### config.mk
export PLATFORM = sky130hd
export DESIGN_NAME = logic_accum
export DESIGN_NICKNAME = d
export VERILOG_FILES = /design/src/rtl/logic_accum_pkg.sv /design/src/rtl/logic_op.sv /design/src/rtl/logic_accum.sv
export SDC_FILE = /design/constraint.sdc
export NUM_CORES = 1
export LEC_CHECK = 0
export BUFFER_PORTS_ARGS = -buffer_cell sky130_fd_sc_hd__buf_2
export CORE_MARGIN = 2
export CORE_UTILIZATION = 32
export CTS_BUF_LIST = sky130_fd_sc_hd__clkbuf_4
export CTS_CLUSTER_DIAMETER = 50
export DETAILED_ROUTE_END_ITERATION = 8
export PLACE_DENSITY_LB_ADDON = 0.3
export SLEW_MARGIN = 40
export SYNTH_ARGS = -nofsm -noshare
export SYNTH_HDL_FRONTEND = slang
export SYNTH_SLANG_ARGS = --single-unit
### constraint.sdc
create_clock -name Clk -period 4.6 [get_ports Clk]
set_input_delay 0.23 -clock Clk [delete_from_list [all_inputs] [get_ports Clk]]
set_output_delay 0.23 -clock Clk [all_outputs]
set_load 0.01 [all_outputs]
### src/rtl/logic_accum_pkg.sv
// rtl/logic_accum_pkg.sv - operation encodings and FSM state type for logic_accum
package logic_accum_pkg;

  localparam logic [1:0] OP_AND = 2'b00;
  localparam logic [1:0] OP_OR  = 2'b01;
  localparam logic [1:0] OP_XOR = 2'b10;
  localparam logic [1:0] OP_NOR = 2'b11;

  typedef enum logic [1:0] {
    IDLE  = 2'b00,
    ACCUM = 2'b01,
    HOLD  = 2'b10
  } state_t;

endpackage

### src/rtl/logic_op.sv
// rtl/logic_op.sv - combinational bitwise operation selected per beat
module logic_op
  import logic_accum_pkg::*;
#(
  parameter int WIDTH = 32
) (
  input  logic [WIDTH-1:0] InA,
  input  logic [WIDTH-1:0] InB,
  input  logic [1:0]       Op,
  output logic [WIDTH-1:0] Out
);

  // Pure bitwise function of the two operands; no carries between bits
  always_comb begin
    Out = '0;
    case (Op)
      OP_AND:  Out = InA & InB;
      OP_OR:   Out = InA | InB;
      OP_XOR:  Out = InA ^ InB;
      OP_NOR:  Out = ~(InA | InB);
      default: Out = '0;
    endcase
  end

endmodule

### src/rtl/logic_accum.sv
// rtl/logic_accum.sv - packet accumulator: sticky OR of per-beat bitwise results
module logic_accum
  import logic_accum_pkg::*;
#(
  parameter int WIDTH     = 32,
  parameter int MAX_BEATS = 16,
  localparam int CW       = $clog2(MAX_BEATS + 1)
) (
  input  logic             Clk,
  input  logic             Rst,
  input  logic             InValid,
  output logic             InReady,
  input  logic [WIDTH-1:0] InA,
  input  logic [WIDTH-1:0] InB,
  input  logic [1:0]       Op,
  input  logic             Last,
  output logic             OutValid,
  input  logic             OutReady,
  output logic [WIDTH-1:0] Out,
  output logic             OutZero,
  output logic [CW-1:0]    OutCount,
  output logic             OutOvf
);

  state_t           state_q, state_d;
  logic [WIDTH-1:0] r;
  logic [WIDTH-1:0] acc_q, acc_d;
  logic [CW-1:0]    cnt_q, cnt_d;
  logic             accept;
  logic             close;
  logic             ovf_d;
  logic             valid_q;
  logic [WIDTH-1:0] out_q;
  logic             zero_q;
  logic [CW-1:0]    count_q;
  logic             ovf_q;

  logic_op #(.WIDTH(WIDTH)) u_op (
    .InA (InA),
    .InB (InB),
    .Op  (Op),
    .Out (r)
  );

  // Reset holds off the input so nothing is half-accepted around it
  assign InReady = (state_q != HOLD) && !Rst;
  assign accept  = InValid && InReady;

  // Next state, next accumulator/count, and whether this beat closes the packet
  always_comb begin
    state_d = state_q;
    acc_d   = acc_q;
    cnt_d   = cnt_q;
    close   = 1'b0;
    ovf_d   = 1'b0;
    case (state_q)
      IDLE: begin
        if (accept) begin
          acc_d = r;
          cnt_d = CW'(1);
          if (Last) begin
            state_d = HOLD;
            close   = 1'b1;
          end else begin
            state_d = ACCUM;
          end
        end
      end
      ACCUM: begin
        if (accept) begin
          acc_d = acc_q | r;
          cnt_d = cnt_q + CW'(1);
          if (Last || (cnt_d == CW'(MAX_BEATS))) begin
            state_d = HOLD;
            close   = 1'b1;
            ovf_d   = !Last;
          end
        end
      end
      HOLD: begin
        if (OutReady) state_d = IDLE;
      end
      default: state_d = IDLE;
    endcase
  end

  // State and result registers; result fields load only as the packet closes
  always_ff @(posedge Clk) begin
    if (Rst) begin
      state_q <= IDLE;
      acc_q   <= '0;
      cnt_q   <= '0;
      valid_q <= 1'b0;
      out_q   <= '0;
      zero_q  <= 1'b0;
      count_q <= '0;
      ovf_q   <= 1'b0;
    end else begin
      state_q <= state_d;
      acc_q   <= acc_d;
      cnt_q   <= cnt_d;
      if (close) begin
        valid_q <= 1'b1;
        out_q   <= acc_d;
        zero_q  <= (acc_d == '0);
        count_q <= cnt_d;
        ovf_q   <= ovf_d;
      end else if ((state_q == HOLD) && OutReady) begin
        valid_q <= 1'b0;
      end
    end
  end

  assign OutValid = valid_q;
  assign Out      = out_q;
  assign OutZero  = zero_q;
  assign OutCount = count_q;
  assign OutOvf   = ovf_q;

endmodule

==> flow_summary.ini <==
[run_status]
status = finished clean

[placement]
hpwl_um = 9390
place_congestion = 0.773
dpl.cell_count = 943
port_buffers = 111

[floorplanning]
rows = 46
dieHeight_um = 130
dieArea_um2 = 16900
initial_core_util_pct = 32.4
core_area_um2 = 15700
die_w_um = 130
ios = 112

[yosys]
syn-cell-area_um2 = 5090
async_flop_share_pct = 0
syn_avg_cell_area_um2 = 7.85
netlist_instances = 649
synth_top_area_cell = dfxtp_1
synth_warnings = 0
synth_edf_count = 0
ys_seq_area_share_pct = 31.1
synthAdderAreaFrac_pct = 16.5
ys.flop_type = dfxtp_1
synth-xor-area-share_pct = 0
yosysTopAreaCellShare_pct = 31.1
yosys.area_share.simple_pct = 19.7
synth.area.top_cells = dfxtp_1, ha_1, nor2_1, a211oi_1, inv_1
syn_nets = 787
synth_top_family_by_area = compound AO/OA/AOI/OAI gates
synthMuxAreaShare_pct = 3.83
synth_compound_area_share_pct = 20.3
synth_most_common_cell = nor2_1
synth_cell_types = 41
synth_common_cells = nor2_1, dfxtp_1, inv_1, ha_1, a211oi_1
synth-seq-cells = 79

[critical_path]
critPathMaxStageDelay_ns = 0.49
critPathSlowestCell = a21oi_4
endpoint_kind = register
crit_fanout = 21
required_ns = 4.94
cpLargestDelayFamily = compound AO/OA/AOI/OAI gates
crit_chain = ha_1, and2_1, a21oi_1, nor3b_1, o211ai_1, a21oi_4, buf_4, nor2_1, a311oi_1
critPathBufInv = 1
critPathKind = reg -> reg
critPathArrivalTime_ns = 2.91
critPathLaunchType = register

[cts]
cts_resized = 0
clk_latency_ns = 0.43
cts_buffers = 9
htree_levels = 3
cts_root_buf = clkbuf_4
cts_buffer_depth = 2
cts_tree = done
clock_sinks = 79
cts.clk_slew.worst_paths_ns = 0.12
post-cts-setup-buffers = 0

[finish]
n_antenna_cell = 0
multi_input_area_um2 = 3080
seq_area_um2 = 1580
fin_util_pct = 37.9
drive_above_1_share_pct = 20.0
nets = 877
final-instance-count-excl-fill = 960
nFillCells = 1653
area_delta_synth_final_pct = 17.1

[global_route]
grt_max_degree = 84
grt_pass1_vias = 3914
grt_pass1_wl_um = 19800
antenna_found_initial = 0
grt_overflow_total = 0
grt_usage_pct = 14.8

[power_and_ir_drop]
swShare_pct = 31.7
clkPwrFrac_pct = 24.9
leakagePower_nw = 2.83
combPwrFrac_pct = 23.9
intPower_mw = 0.988
powerDensity_nw_per_um2 = 243
p_sw_mw = 0.459
irDropWorstVdd_mv = 0.0880
seq_power_share_pct = 51.2

[sta]
tightestPinTransition_ns = 0.838
min_period_ns = 2.57
max_slew_margin_pct = 43.3
fin_tns_setup_ns = 0
final-hold-violation-count = 0
setup_viol = 0
max_freq_mhz = 389
rsz0062_at_grt = false
finClkSkew_ns = 0.0169
report.final.slew_viol_count = 0
period_share_pct = 55.9

[detailed_routing]
antenna_left = 0
wire_per_inst_um = 12.8
viasPerCell = 4.59
finalWirelength_um = 12200
drt_iter0_markers = 242
vias = 4404
dr.pass1.iters = 4
drc = 0

[run]
max_cap_viol_count = 0

[worst_hold_path]
hold_path_class = in -> reg
-- final timing paths --
check / endpoint / cells after the start / startpoint / slack (ns)
setup / recovery: Out[8] / 9 / cnt_q[0] / 2.03
hold / removal: OutValid / 4 / OutReady / 0.08
setup reg to reg: Out[8] / 9 / cnt_q[0] / 2.03
hold reg to reg: OutCount[1] / 2 / OutCount[1] / 0.46
-- logic make-up (layout without fill, tap and decap cells) --
| kind of cell | Yosys count | count (layout) |
|---|---|---|
| flops | 79 | 79 |
| buf+inv | 114 | 209 |
| mux | 18 | 18 |
| simple gates | 217 | 217 |
| compound gates | 154 | 154 |
| fa+ha+maj | 67 | 67 |
-- cells in the final DEF (no fill, tap or decap), types with 2 or more instances in the layout --
master	count
a21oi_1	39
nor2_1	109
clkinv_2	3
a31oi_1	2
o31ai_1	7
mux2_2	8
nand3_1	4
mux2_1	4
nor3_1	22
a221oi_2	3
dfxtp_1	79
nor2b_1	31
nand2_1	29
o21bai_1	7
nand2b_1	2
a22oi_1	14
mux2i_1	6
nor4_1	9
nand4_1	4
clkbuf_4	12
inv_1	72
o21ai_0	10
buf_4	8
buf_2	110
o21a_1	6
a311oi_1	6
o21ai_1	14
a211oi_1	40
ha_1	67
-- worst register-to-register path: stages (launching register included) --
cell      delay (ns)
dfxtp_1         0.44
ha_1            0.23
and2_1          0.16
a21oi_1         0.07
nor3b_1         0.25
o211ai_1        0.21
a21oi_4         0.49
buf_4           0.34
nor2_1          0.06
a311oi_1        0.24
-- through the flow --
| stage | hold slack [ns] | setup WS, ns | power [mW] | area [um^2] |
|---|---|---|---|---|
| final | 0.0778 | 2.03 | 1.45 | 5960 |
| after global routing | 0.0911 | 1.73 | 1.54 | 5960 |
| after CTS | 0.0499 | 2.04 | 1.46 | 5960 |
| after detailed placement | 0.444 | 2.03 | 1.10 | 5830 |
| after global placement | 0.446 | 1.72 | 1.10 | 5820 |
| after floorplan | 0.327 | 2.54 | 0.980 | 5090 |
-- routing by layer --
| metal | share of wire [%] | GRT usage (%) |
|---|---|---|
| met5 | 0 | 0 |
| met4 | 1.1 | 4.17 |
| met3 | 5.4 | 2.95 |
| met2 | 41 | 21.4 |
| met1 | 52 | 22.0 |
-- power groups by stage --
stage / logic, mW / registers (mW) / clock network [mW]
global route: 0.398 / 0.745 / 0.400
detailed placement: 0.346 / 0.757 / 0
finish: 0.345 / 0.741 / 0.361
global placement: 0.344 / 0.757 / 0
CTS: 0.350 / 0.742 / 0.373
floorplan: 0.222 / 0.758 / 0
-- state kept, by name, indices dropped and copies added, names as in the netlist --
| signal | count |
|---|---|
| OutValid | 1 |
| cnt_q | 5 |
| acc_q | 32 |
| OutCount | 5 |
| OutZero | 1 |
| OutOvf | 1 |
| state_q | 2 |
| Out | 32 |
-- repair_timing --
item,CTS,global route
setup endpoints to repair,0,0
endpoints found under the hold margin,1,0
hold buffers,1,0
-- cell type report --
class / count / share of cell area [%]
inverters: 72 / 4.53
clock inverters: 4 / 0.378
repair buffers: 121 / 10.9
well taps: 216 / 4.53
clock buffers: 12 / 1.51
multi-input cells: 456 / 51.7
flip-flops and latches: 79 / 26.5
(Power assumes the default switching activity.)
